`src/rtl/button_conditioner.sv`:
```
// WIDTH-channel button front end: synchroniser, symmetric debounce, press/release edges, long-press.
// Define AUTO_REPEAT_EN to enable the auto-repeat pulse train after long_press.
module button_conditioner #(
    parameter int WIDTH          = 4,
    parameter int SYNC_STAGES    = 2,
    parameter int SAMPLE_CNT_MAX = 50000,
    parameter int PULSE_CNT_MAX  = 200,
    parameter int LONG_CNT_MAX   = 2000,
    parameter int REPEAT_CNT_MAX = 400,
    parameter bit ACTIVE_LOW     = 1'b0
) (
    input  logic             clk,
    input  logic             rst,
    input  logic [WIDTH-1:0] in_i,
    output logic [WIDTH-1:0] level_o,
    output logic [WIDTH-1:0] press_o,
    output logic [WIDTH-1:0] release_o,
    output logic [WIDTH-1:0] long_press_o,
    output logic [WIDTH-1:0] repeat_o
);

    localparam int TW = $clog2(SAMPLE_CNT_MAX + 1);
    localparam int DW = $clog2(PULSE_CNT_MAX + 1);
    localparam int HW = $clog2(LONG_CNT_MAX + 1);

    localparam logic [TW-1:0]    TICK_LAST  = TW'(SAMPLE_CNT_MAX - 1);
    localparam logic [DW-1:0]    PULSE_LAST = DW'(PULSE_CNT_MAX - 1);
    localparam logic [HW-1:0]    LONG_LAST  = HW'(LONG_CNT_MAX - 1);
    localparam logic [HW-1:0]    LONG_FULL  = HW'(LONG_CNT_MAX);
    localparam logic [WIDTH-1:0] IDLE_PINS  = ACTIVE_LOW ? {WIDTH{1'b1}} : {WIDTH{1'b0}};

    logic [WIDTH-1:0] sync_q [SYNC_STAGES];
    logic [WIDTH-1:0] pressed_s;

    logic [TW-1:0]    tcnt_q, tcnt_d;
    logic             tick;

    logic [DW-1:0]    dcnt_q [WIDTH];
    logic [DW-1:0]    dcnt_d [WIDTH];
    logic [HW-1:0]    hcnt_q [WIDTH];
    logic [HW-1:0]    hcnt_d [WIDTH];

    logic [WIDTH-1:0] level_q, level_d;
    logic [WIDTH-1:0] press_q, press_d;
    logic [WIDTH-1:0] release_q, release_d;
    logic [WIDTH-1:0] long_q, long_d;

    // NOTE: the synchroniser array is small and must restart from the idle pin value, so unlike
    // a RAM it is reset explicitly; otherwise a stale pressed sample could survive rst.
    always_ff @(posedge clk) begin
        if (rst) begin
            for (int k = 0; k < SYNC_STAGES; k++) sync_q[k] <= IDLE_PINS;
        end else begin
            sync_q[0] <= in_i;
            for (int k = 1; k < SYNC_STAGES; k++) sync_q[k] <= sync_q[k-1];
        end
    end

    assign pressed_s = sync_q[SYNC_STAGES-1] ^ IDLE_PINS;
    assign tick      = (tcnt_q == TICK_LAST);

    // NOTE: every variable gets its default at the top of the block so no path can leave one
    // unassigned and infer a latch.
    always_comb begin
        tcnt_d    = tick ? '0 : tcnt_q + 1'b1;
        level_d   = level_q;
        press_d   = '0;
        release_d = '0;
        long_d    = '0;
        for (int ch = 0; ch < WIDTH; ch++) begin
            dcnt_d[ch] = dcnt_q[ch];
            hcnt_d[ch] = hcnt_q[ch];

            if (tick) begin
                if (pressed_s[ch] != level_q[ch]) begin
                    if (dcnt_q[ch] == PULSE_LAST) begin
                        dcnt_d[ch]    = '0;
                        level_d[ch]   = ~level_q[ch];
                        press_d[ch]   = ~level_q[ch];
                        release_d[ch] = level_q[ch];
                    end else begin
                        dcnt_d[ch] = dcnt_q[ch] + 1'b1;
                    end
                end else begin
                    dcnt_d[ch] = '0;
                end
            end

            // Hold time saturates at LONG_FULL, which is what keeps long_press to one pulse.
            if (!level_q[ch]) begin
                hcnt_d[ch] = '0;
            end else if (tick && hcnt_q[ch] != LONG_FULL) begin
                hcnt_d[ch] = hcnt_q[ch] + 1'b1;
                long_d[ch] = (hcnt_q[ch] == LONG_LAST);
            end
        end
    end

    // NOTE: sequential state uses non-blocking assignments so every flop samples pre-edge values.
    always_ff @(posedge clk) begin
        if (rst) begin
            tcnt_q    <= '0;
            level_q   <= '0;
            press_q   <= '0;
            release_q <= '0;
            long_q    <= '0;
            for (int ch = 0; ch < WIDTH; ch++) begin
                dcnt_q[ch] <= '0;
                hcnt_q[ch] <= '0;
            end
        end else begin
            tcnt_q    <= tcnt_d;
            level_q   <= level_d;
            press_q   <= press_d;
            release_q <= release_d;
            long_q    <= long_d;
            for (int ch = 0; ch < WIDTH; ch++) begin
                dcnt_q[ch] <= dcnt_d[ch];
                hcnt_q[ch] <= hcnt_d[ch];
            end
        end
    end

    assign level_o      = level_q;
    assign press_o      = press_q;
    assign release_o    = release_q;
    assign long_press_o = long_q;

`ifdef AUTO_REPEAT_EN
    localparam int RW = $clog2(REPEAT_CNT_MAX + 1);
    localparam logic [RW-1:0] REPEAT_LAST = RW'(REPEAT_CNT_MAX - 1);

    logic [RW-1:0]    rcnt_q [WIDTH];
    logic [RW-1:0]    rcnt_d [WIDTH];
    logic [WIDTH-1:0] repeat_q, repeat_d;

    // Repeat ticks only start once the hold counter has saturated, i.e. after long_press.
    always_comb begin
        repeat_d = '0;
        for (int ch = 0; ch < WIDTH; ch++) begin
            rcnt_d[ch] = rcnt_q[ch];
            if (!level_q[ch]) begin
                rcnt_d[ch] = '0;
            end else if (tick && hcnt_q[ch] == LONG_FULL) begin
                if (rcnt_q[ch] == REPEAT_LAST) begin
                    rcnt_d[ch]   = '0;
                    repeat_d[ch] = 1'b1;
                end else begin
                    rcnt_d[ch] = rcnt_q[ch] + 1'b1;
                end
            end
        end
    end

    always_ff @(posedge clk) begin
        if (rst) begin
            repeat_q <= '0;
            for (int ch = 0; ch < WIDTH; ch++) rcnt_q[ch] <= '0;
        end else begin
            repeat_q <= repeat_d;
            for (int ch = 0; ch < WIDTH; ch++) rcnt_q[ch] <= rcnt_d[ch];
        end
    end

    assign repeat_o = repeat_q;
`else
    assign repeat_o = '0;
`endif

endmodule

```
`config.mk`:
```
export PLATFORM = sky130hd
export DESIGN_NAME = button_conditioner
export DESIGN_NICKNAME = d
export VERILOG_FILES = /design/src/rtl/button_conditioner.sv
export SDC_FILE = /design/constraint.sdc
export NUM_CORES = 1
export LEC_CHECK = 0
export CORE_MARGIN = 2
export CORE_UTILIZATION = 58
export DETAILED_ROUTE_END_ITERATION = 10
export GPL_TIMING_DRIVEN = 1
export PLACE_DENSITY = 0.82
export SLEW_MARGIN = 40
export SYNTH_ARGS = -nofsm -noshare
export SYNTH_HDL_FRONTEND = slang
export SYNTH_SLANG_ARGS = --single-unit
```
`constraint.sdc`:
```
create_clock -name clk -period 2.6 [get_ports clk]
set_input_delay 0.52 -clock clk [delete_from_list [all_inputs] [get_ports clk]]
set_output_delay 0.52 -clock clk [all_outputs]
set_load 0.03 [all_outputs]
```
==> results of run 1 <==
==> where the power goes <==
part	switching [mW]	internal, mW
Clock	0.794	1.48
Sequential	0.00579	1.79
Combinational	0.0453	0.0211
==> cells by family (layout without fill, tap and decap cells) <==
kind of cell / after synthesis / count (layout) / synth area share
xor gates and xnor gates: 16 / 16 / 0.0250
adders and majority gates: 13 / 13 / 0.0290
buffers and inverters: 67 / 84 / 0.0515
DFF: 116 / 116 / 0.414
and+or+nand+nor: 308 / 308 / 0.315
AOI/OAI and AO/OA: 151 / 151 / 0.162
other: 1 / 4 / 0.000668
muxes: 2 / 2 / 0.00357
==> routing by layer <==
layer | track usage | up-vias | routed length [um]
met3 | 0.0657 | 24 | 628
met1 | 0.284 | 2363 | 5190
met2 | 0.432 | 170 | 6100
met5 | 0 | - | 0
met4 | 0.113 | 0 | 230
li1 | - | 2510 | -
==> final timing paths <==
path	start	to	depth (start not counted)
worst max-delay path	level_o[2]	level_o[2]	1
worst max register to register	tcnt_q[0]	hcnt_q[0][2]	6
worst min register to register	sync_q[0][2]	sync_q[0][6]	1
worst min-delay path	rst	dcnt_q[3][2]	2
==> sequential cells by signal, indices dropped and copies added, names as in the netlist <==
register and flops:
hcnt_q 44, release_o 4, press_o 4, dcnt_q 32, sync_q 8, long_press_o 4, tcnt_q 16, level_o 4
==> cell usage after synthesis (6+ instances only) <==
master / count / area, um2
o21ai_0: 36 / 180
nand4_1: 21 / 131
nand3_1: 60 / 300
xnor2_1: 11 / 96.3
nor3_1: 15 / 75.1
nor2_1: 32 / 120
inv_1: 22 / 82.6
nor2b_1: 15 / 93.8
a31oi_1: 19 / 119
nand2_1: 51 / 191
and3_1: 14 / 87.6
nand4b_1: 6 / 52.6
clkbuf_1: 30 / 113
nand3b_1: 6 / 45.0
buf_2: 6 / 30.0
a311oi_1: 6 / 52.6
nand2b_1: 9 / 56.3
o31ai_1: 12 / 90.1
ha_1: 13 / 163
or3_1: 21 / 131
nor3b_1: 6 / 45.0
a21oi_1: 58 / 290
dfxtp_1: 116 / 2320
or4_1: 21 / 158
==> per-stage QoR <==
step	instance area, um2	power (mW)
after global routing	6460	4.27
after detailed placement	5880	1.90
after CTS	6460	4.17
final	6460	4.14
after global placement	5880	1.89
after floorplan	5630	1.88
==> layout make-up <==
class / instances / area [um2] / share of cell area
clock buffer: 24 / 490 / 0.0759
clock inverter: 8 / 97.6 / 0.0151
inverter: 22 / 82.6 / 0.0128
multi-input combinational: 494 / 3020 / 0.468
sequential: 116 / 2320 / 0.359
tap: 129 / 161 / 0.0250
timing repair buffer: 30 / 285 / 0.0441
==> out/metrics.csv, run 1 <==
stage,metric,value,unit
global_routing,overall global routing resource usage,0.248,
cts,clock tree buffer depth,2,
global_routing,first-pass GRT wire length,20900,um
logic_synthesis,"Top FF cell, synth",dfxtp_1,
cts,postcts setup bufs,0,
cts,CTS Root Cell,clkbuf_8,
layout,Fillers,731,
global_routing,largest net degree at the start of global routing,93,
timing,crit path time final,2320,ps
logic_synthesis,count of cell types in the netlist,51,
floorplan,core area,9330,um2
layout,Layout area overhead,15.1,%
timing,Final WS setup,276,ps
placement,Placed Cells,791,
floorplan,Initial Util,0.602,
layout,fin cells,823,
layout,fraction of layout cells with a size suffix above 1,0.0764,
timing,setup violators final,0,
setup_path,CP max FO,6,
cts,"CTS clk-pin slew, worst paths",60,ps
cts,Num CTS Buffers,17,
layout,Final Net Count,700,
placement,final HPWL from detailed placement,7800,um
floorplan,IO Count,26,
cts,CTS Hold Bufs,0,
routing,WL/cell,14.8,um
timing,Fin Setup TNS,0,ps
logic_synthesis,async set-reset flop share out of synthesis,0,
job,number of max-cap violations,0,
global_routing,Congestion Overflow GR,0,
power_and_ir_drop,total leakage power,2.01,nW
worst_hold_path,Hold Crit Class,in -> reg,
setup_path,required time of the critical path,2080,ps
setup_path,Slowest cell on crit path,clkdlybuf4s50_1,
setup_path,Crit Path Category,reg -> out,
setup_path,worst reg-to-reg setup slack,420,ps
cts,H-tree depth reported by CTS,4,
placement,dpl ws,421,ps
timing,Hold Slack,385,ps
routing,initial DRC count,319,
cts,TritonCTS clock tree,yes,
logic_synthesis,sequential-to-total area share from yosys stat,0.414,
floorplan,Die X,102,um
logic_synthesis,"EDFF count, synth",0,
global_routing,antenna violations before repair,0,
timing,final period utilization,0.894,
floorplan,die area,10500,um2
run_status,status,finished clean,
floorplan,Site Rows,35,
logic_synthesis,post-synthesis register bit count,116,
timing,Slew @ Worst Pin,579,ps
layout,most frequent cells in the layout,"116 x dfxtp_1, 60 x nand3_1, 58 x a21oi_1",
routing,WL final,12200,um
global_routing,vias in the first global route,4880,
layout,"commonest non-fill, non-tap cell in the layout",dfxtp_1,
logic_synthesis,Yosys warning total,0,
cts,clock latency on the worst-skew pair,530,ps
cts,clock sinks,116,
floorplan,DIE HEIGHT,102,um
setup_path,arrival time worst endpoint,1800,ps
power_and_ir_drop,PD cells,640,nW/um2
timing,final slew viol count,0,
placement,IO Port Bufs,21,
setup_path,Crit path largest cell delay,750,ps
logic_synthesis,Syn Area/Cell,8.33,um2
layout,fin util,0.693,
logic_synthesis,Cells after Synth,674,
routing,vias per cell,6.16,
routing,# DRC,0,
routing,DRT Pass-1 Iters,7,
timing,Final Hold Violating Endpoints,0,
routing,"antenna viol nets, final",0,
setup_path,Critical path buffers and inverters,1,
timing,RSZ-0062 raised after global routing,false,
routing,Via Count,5067,
setup_path,"delay-heaviest family, CP",buffers and inverters,
layout,# diodes,0,
setup_path,CP Capture Type,primary output,
setup_path,crit start category,flip-flop,
timing,Rel. slew slack,0.614,
setup_path,"Cell Chain, Critical Path",clkdlybuf4s50_1,
placement,Final Wtd Congestion,0.868,
cts,"Gates resized, CTS repair",0,
timing,worst clock skew,19.9,ps
power_and_ir_drop,VDD IR max,0.389,mV
logic_synthesis,synthesized cell area,5610,um2
timing,Achievable Freq,430,MHz
Power figures use the tool's default switching activity.
==> run 2, diff against run 1 <==
--- a/config.mk
+++ b/config.mk
@@ -5,6 +5,7 @@
 export SDC_FILE = /design/constraint.sdc
 export NUM_CORES = 1
 export LEC_CHECK = 0
+export CORE_ASPECT_RATIO = 0.7
 export CORE_MARGIN = 2
 export CORE_UTILIZATION = 58
 export DETAILED_ROUTE_END_ITERATION = 10
==> run 2 against run 1 <==
- setup slack gained 190 ps
- clock-buffer cell count decreased by 3
- critical path depth grew 5
- die area up 0.12%
- routed wire length increased by 5.1%
- critical endpoint is now dcnt_q[2][5]
- largest cell class unchanged
==> out/metrics.csv, run 2 (same netlist as run 1, synthesis figures left out) <==
stage,metric,value,unit,change
run_status,status,finished clean,,
timing,Slew @ Worst Pin,557,ps,-22.1 ps
routing,DR WL met2,6050,um,-0.90%
floorplan,DIE HEIGHT,86.3,um,-16%
timing,RSZ-0062 raised after global routing,false,,
routing,DRT Pass-1 Iters,6,,-1
layout,"commonest non-fill, non-tap cell in the layout",dfxtp_1,,
global_routing,antenna violations before repair,0,,unchanged
floorplan,Initial Util,0.609,,+0.00727
layout,register area,2320,um2,unchanged
layout,multi-input logic area,3020,um2,unchanged
routing,WL/cell,15.7,um,+6.1%
placement,final HPWL from detailed placement,7940,um,+1.8%
cts,CTS Hold Bufs,0,,unchanged
routing,"antenna viol nets, final",0,,unchanged
layout,Regs by FF count,"hcnt_q x44, dcnt_q x32, tcnt_q x16",,
timing,Achievable Freq,468,MHz,+8.8%
power_and_ir_drop,PD cells,667,nW/um2,+4.2%
timing,final period utilization,0.821,,-0.0725
cts,postcts setup bufs,0,,unchanged
layout,Final Net Count,697,,-0.43%
floorplan,Die X,122,um,+19%
timing,final slew viol count,0,,unchanged
cts,Num CTS Buffers,17,,unchanged
layout,Fillers,711,,-2.7%
global_routing,overall global routing resource usage,0.254,,+0.00676
setup_path,Crit Path Category,reg -> reg,,
timing,Final WS setup,465,ps,+189 ps
placement,IO Port Bufs,21,,unchanged
job,number of max-cap violations,0,,unchanged
layout,# diodes,0,,unchanged
placement,Final Wtd Congestion,0.879,,+1.3%
cts,"Gates resized, CTS repair",0,,unchanged
routing,DR WL met3,715,um,+14%
setup_path,CP Capture Type,flip-flop,,
floorplan,Site Rows,29,,-17%
layout,"Most flops, register",hcnt_q,,
setup_path,CP max FO,40,,+34
cts,clock latency on the worst-skew pair,410,ps,-120 ps
placement,dpl ws,477,ps,+56.5 ps
worst_hold_path,Hold Path Cell Cnt,1,,-1
timing,worst clock skew,4.32,ps,-15.6 ps
global_routing,first-pass GRT wire length,21700,um,+3.9%
layout,Layout area overhead,15.5,%,
timing,Final Hold Violating Endpoints,0,,unchanged
routing,WL final,12800,um,+5.1%
layout,most frequent cells in the layout,"116 x dfxtp_1, 60 x nand3_1, 58 x a21oi_1",,
cts,CTS Root Cell,clkbuf_16,,
cts,TritonCTS clock tree,yes,,
cts,clock sinks,116,,unchanged
floorplan,die area,10500,um2,+0.12%
layout,fin util,0.704,,+0.0107
power_and_ir_drop,VDD IR max,0.484,mV,+24%
routing,wl on met1,5860,um,+13%
layout,max FFs per register,44,,unchanged
setup_path,FF-to-FF path depth,6,,unchanged
routing,DR top layer,met4,,
cts,clock tree buffer depth,2,,unchanged
floorplan,IO Count,26,,unchanged
cts,"CTS clk-pin slew, worst paths",50,ps,about the same
timing,Rel. slew slack,0.629,,+0.0148
setup_path,required time of the critical path,2920,ps,+840 ps
timing,setup violators final,0,,unchanged
cts,H-tree depth reported by CTS,4,,unchanged
floorplan,core area,9220,um2,-1.2%
layout,fraction of layout cells with a size suffix above 1,0.0738,,-0.00256
timing,crit path time final,2140,ps,-189 ps
routing,# DRC,0,,unchanged
timing,Fin Setup TNS,0,ps,unchanged
power_and_ir_drop,total leakage power,2.02,nW,+0.96%
routing,initial DRC count,467,,+46%
global_routing,Congestion Overflow GR,0,,unchanged
setup_path,crit start category,flip-flop,,
global_routing,vias in the first global route,4581,,-6.1%
routing,Via Count,5120,,+1.0%
routing,vias per cell,6.28,,+2.0%
global_routing,largest net degree at the start of global routing,90,,-3.2%
worst_hold_path,Hold Crit Class,reg -> reg,,
setup_path,worst reg-to-reg setup slack,460,ps,+40 ps
setup_path,arrival time worst endpoint,2460,ps,+660 ps
[run 2: final cells by class]
| cell class | instances | area share |
|---|---|---|
| flip-flops and latches | 116 | 0.358 |
| multi-input cells | 494 | 0.466 |
| well taps | 124 | 0.0239 |
| clock inverters | 11 | 0.0239 |
| clock buffers | 21 | 0.0725 |
| repair buffers | 27 | 0.0424 |
| inverters | 22 | 0.0127 |
[run 2: worst paths after layout]
path,startpoint,to
worst max register to register,tcnt_q[0],dcnt_q[2][5]
worst min-delay path,sync_q[0][1],sync_q[0][5]
worst min register to register,sync_q[0][1],sync_q[0][5]
worst max-delay path,tcnt_q[0],dcnt_q[2][5]
[run 2: worst max-delay path, cell delays in order, from the launching register on]
cell and delay [ps]:
dfxtp_1 350, ha_1 250, and3_1 300, and4_2 510
buf_12 260, a31oi_1 110, a311oi_1 250
[run 2: per-stage QoR]
step | hold slack (ps) | cells | cell area (um2) | power, mW
6_report | 435 | 815 | 6480 | 4.33
5_1_grt | 456 | 815 | 6480 | 4.44
4_1_cts | 439 | 815 | 6480 | 4.35
3_5_place_dp | 427 | 783 | 5860 | 1.90
3_3_place_gp | 419 | 783 | 5860 | 1.89
2_1_floorplan | 414 | 677 | 5630 | 1.88
[run 2: metal layers]
metal  up-vias  track usage
li1       2508            -
met1      2407        0.346
met2       186        0.402
met3        19       0.0618
met4         0       0.0815
met5         -            0
[run 2: power by group]
group	switching (mW)	internal [mW]	total [mW]
Clock	0.799	1.67	2.46
Combinational	0.0462	0.0210	0.0672
Sequential	0.00598	1.79	1.80
==> run 3, diff against run 2 <==
==> constraint.sdc (replaced) <==
create_clock -name clk -period 2.23 [get_ports clk]
set_input_delay 0.446 -clock clk [delete_from_list [all_inputs] [get_ports clk]]
set_output_delay 0.446 -clock clk [all_outputs]
set_load 0.03 [all_outputs]
==> run 3 against run 2 <==
- die area did not move
- final cell count rose by 0.74%
- via count rose by 0.55%
- cell area rose by 0.31%
- maximum frequency rose by 2.7%
- register-to-register slack got worse by 310 ps
- non-clock buffer count rose by 6
- clock skew rose by 3.3 ps
- highest routed layer unchanged
==> out/metrics.csv, run 3 (same netlist as run 1, synthesis figures left out) <==
stage,metric,value,unit,change
cts,postcts setup bufs,0,,unchanged
layout,Regs by FF count,"hcnt_q x44, dcnt_q x32, tcnt_q x16",,
routing,vias per cell,6.27,,-0.19%
timing,Final Hold Violating Endpoints,0,,unchanged
layout,most frequent cells in the layout,"116 x dfxtp_1, 60 x nand3_1, 58 x a21oi_1",,
routing,"antenna viol nets, final",0,,unchanged
routing,WL final,12700,um,-0.34%
timing,Fin Setup TNS,0,ps,unchanged
power_and_ir_drop,PD cells,753,nW/um2,+13%
layout,fin cells,821,,+0.74%
placement,Final Wtd Congestion,0.866,,-1.5%
cts,CTS Hold Bufs,0,,unchanged
global_routing,overall global routing resource usage,0.254,,about the same
setup_path,CP Launch Point,tcnt_q[0],,
floorplan,Initial Util,0.609,,unchanged
global_routing,first-pass GRT wire length,21500,um,-0.76%
layout,fraction of layout cells with a size suffix above 1,0.0832,,+0.00941
routing,initial DRC count,409,,-12%
timing,Final WS setup,151,ps,-313 ps
layout,Fillers,720,,+1.3%
setup_path,CP max FO,96,,+140%
setup_path,RR Startpoint,tcnt_q[0],,
timing,worst clock skew,7.59,ps,+3.27 ps
setup_path,CP Capture Type,flip-flop,,
global_routing,vias in the first global route,4790,,+4.6%
cts,H-tree depth reported by CTS,4,,unchanged
worst_hold_path,Hold Crit Class,reg -> reg,,
layout,Layout area overhead,15.9,%,
cts,clock sinks,116,,unchanged
setup_path,arrival time worst endpoint,2410,ps,-50 ps
timing,crit path time final,2080,ps,-56.8 ps
placement,IO Port Bufs,21,,unchanged
setup_path,Critical path buffers and inverters,1,,unchanged
worst_hold_path,Min-Delay Startpoint,sync_q[0][2],,
floorplan,core area,9220,um2,unchanged
layout,"Most flops, register",hcnt_q,,
floorplan,IO Count,26,,unchanged
floorplan,die area,10500,um2,unchanged
global_routing,Congestion Overflow GR,0,,unchanged
setup_path,"delay-heaviest family, CP",simple AND/OR/NAND/NOR gates,,
cts,CTS Root Cell,clkbuf_16,,
routing,# DRC,0,,unchanged
timing,setup violators final,0,,unchanged
routing,DRT Pass-1 Iters,5,,-1
job,number of max-cap violations,0,,unchanged
cts,clock latency on the worst-skew pair,410,ps,about the same
floorplan,Die X,122,um,unchanged
layout,# diodes,0,,unchanged
floorplan,DIE HEIGHT,86.3,um,unchanged
setup_path,crit start category,flip-flop,,
routing,WL/cell,15.5,um,-1.1%
routing,Via Count,5148,,+0.55%
layout,Final Net Count,703,,+0.86%
layout,"commonest non-fill, non-tap cell in the layout",dfxtp_1,,
setup_path,required time of the critical path,2560,ps,-360 ps
layout,max FFs per register,44,,unchanged
global_routing,antenna violations before repair,0,,unchanged
cts,clock tree buffer depth,2,,unchanged
placement,Placed Cells,789,,+0.77%
setup_path,worst reg-to-reg setup slack,150,ps,-310 ps
cts,Num CTS Buffers,17,,unchanged
power_and_ir_drop,VDD IR max,0.530,mV,+9.6%
placement,final HPWL from detailed placement,8140,um,+2.5%
timing,final period utilization,0.932,,+0.111
cts,"Gates resized, CTS repair",0,,unchanged
setup_path,Crit path largest cell delay,570,ps,+60 ps
floorplan,Site Rows,29,,unchanged
cts,TritonCTS clock tree,yes,,
run_status,status,finished clean,,
power_and_ir_drop,total leakage power,2.02,nW,-0.23%
global_routing,largest net degree at the start of global routing,97,,+7.8%
setup_path,Crit Path Category,reg -> reg,,
setup_path,Slowest cell on crit path,or4_1,,
timing,final slew viol count,0,,unchanged
placement,dpl ws,196,ps,-281 ps
timing,RSZ-0062 raised after global routing,false,,
setup_path,"Cell Chain, Critical Path","ha_1, and3_1, nand4_4, buf_12, or4_1, a21oi_1",,
cts,"CTS clk-pin slew, worst paths",50,ps,about the same
timing,Achievable Freq,481,MHz,+2.7%
## run 3: cell types whose count changed in the layout (fill, tap and decap cells not counted), sizes merged
| cell | before | now |
|---|---|---|
| bufinv | 4 | 3 |
| buf | 7 | 13 |
| clkinv | 7 | 6 |
| clkinvlp | 0 | 5 |
| clkbuf | 21 | 18 |
## run 3: worst paths after layout
path / to / cells past startpoint
hold reg to reg: sync_q[0][6] / 1
setup / recovery: hcnt_q[3][8] / 6
hold / removal: sync_q[0][6] / 1
setup reg to reg: hcnt_q[3][8] / 6
## run 3: routing by layer
layer  track usage  wire, um  vias to the layer above
met5             0         0                        -
met4         0.113       247                        0
met3        0.0724       764                       27
li1              -         -                     2520
met2         0.424      6050                      167
met1         0.309      5660                     2434
## run 3: final cells by class
type | instances | area [um2] | share of cell area
Clock inverter | 14 | 161 | 0.0248
Tap cell | 124 | 155 | 0.0239
Timing Repair Buffer | 33 | 320 | 0.0492
Sequential cell | 116 | 2320 | 0.357
Multi-Input combinational cell | 494 | 3020 | 0.465
Clock buffer | 18 | 439 | 0.0675
Inverter | 22 | 82.6 | 0.0127
## run 3: where the power goes
part | internal [mW] | switching [mW] | leakage [nW]
registers | 2.09 | 0.00686 | 0.936
logic | 0.0264 | 0.0525 | 0.801
clock network | 1.77 | 0.955 | 0.283
total | 3.88 | 1.01 | 2.02
## run 3: stage by stage
step	utilization	total power [mW]	area (um2)	hold WS, ps
2_1_floorplan	-	2.20	5630	414
5_1_grt	0.706	5.04	6500	461
6_report	0.706	4.90	6500	440
4_1_cts	0.706	4.93	6500	441
3_5_place_dp	0.641	2.21	5900	426
3_3_place_gp	0.641	2.21	5900	420
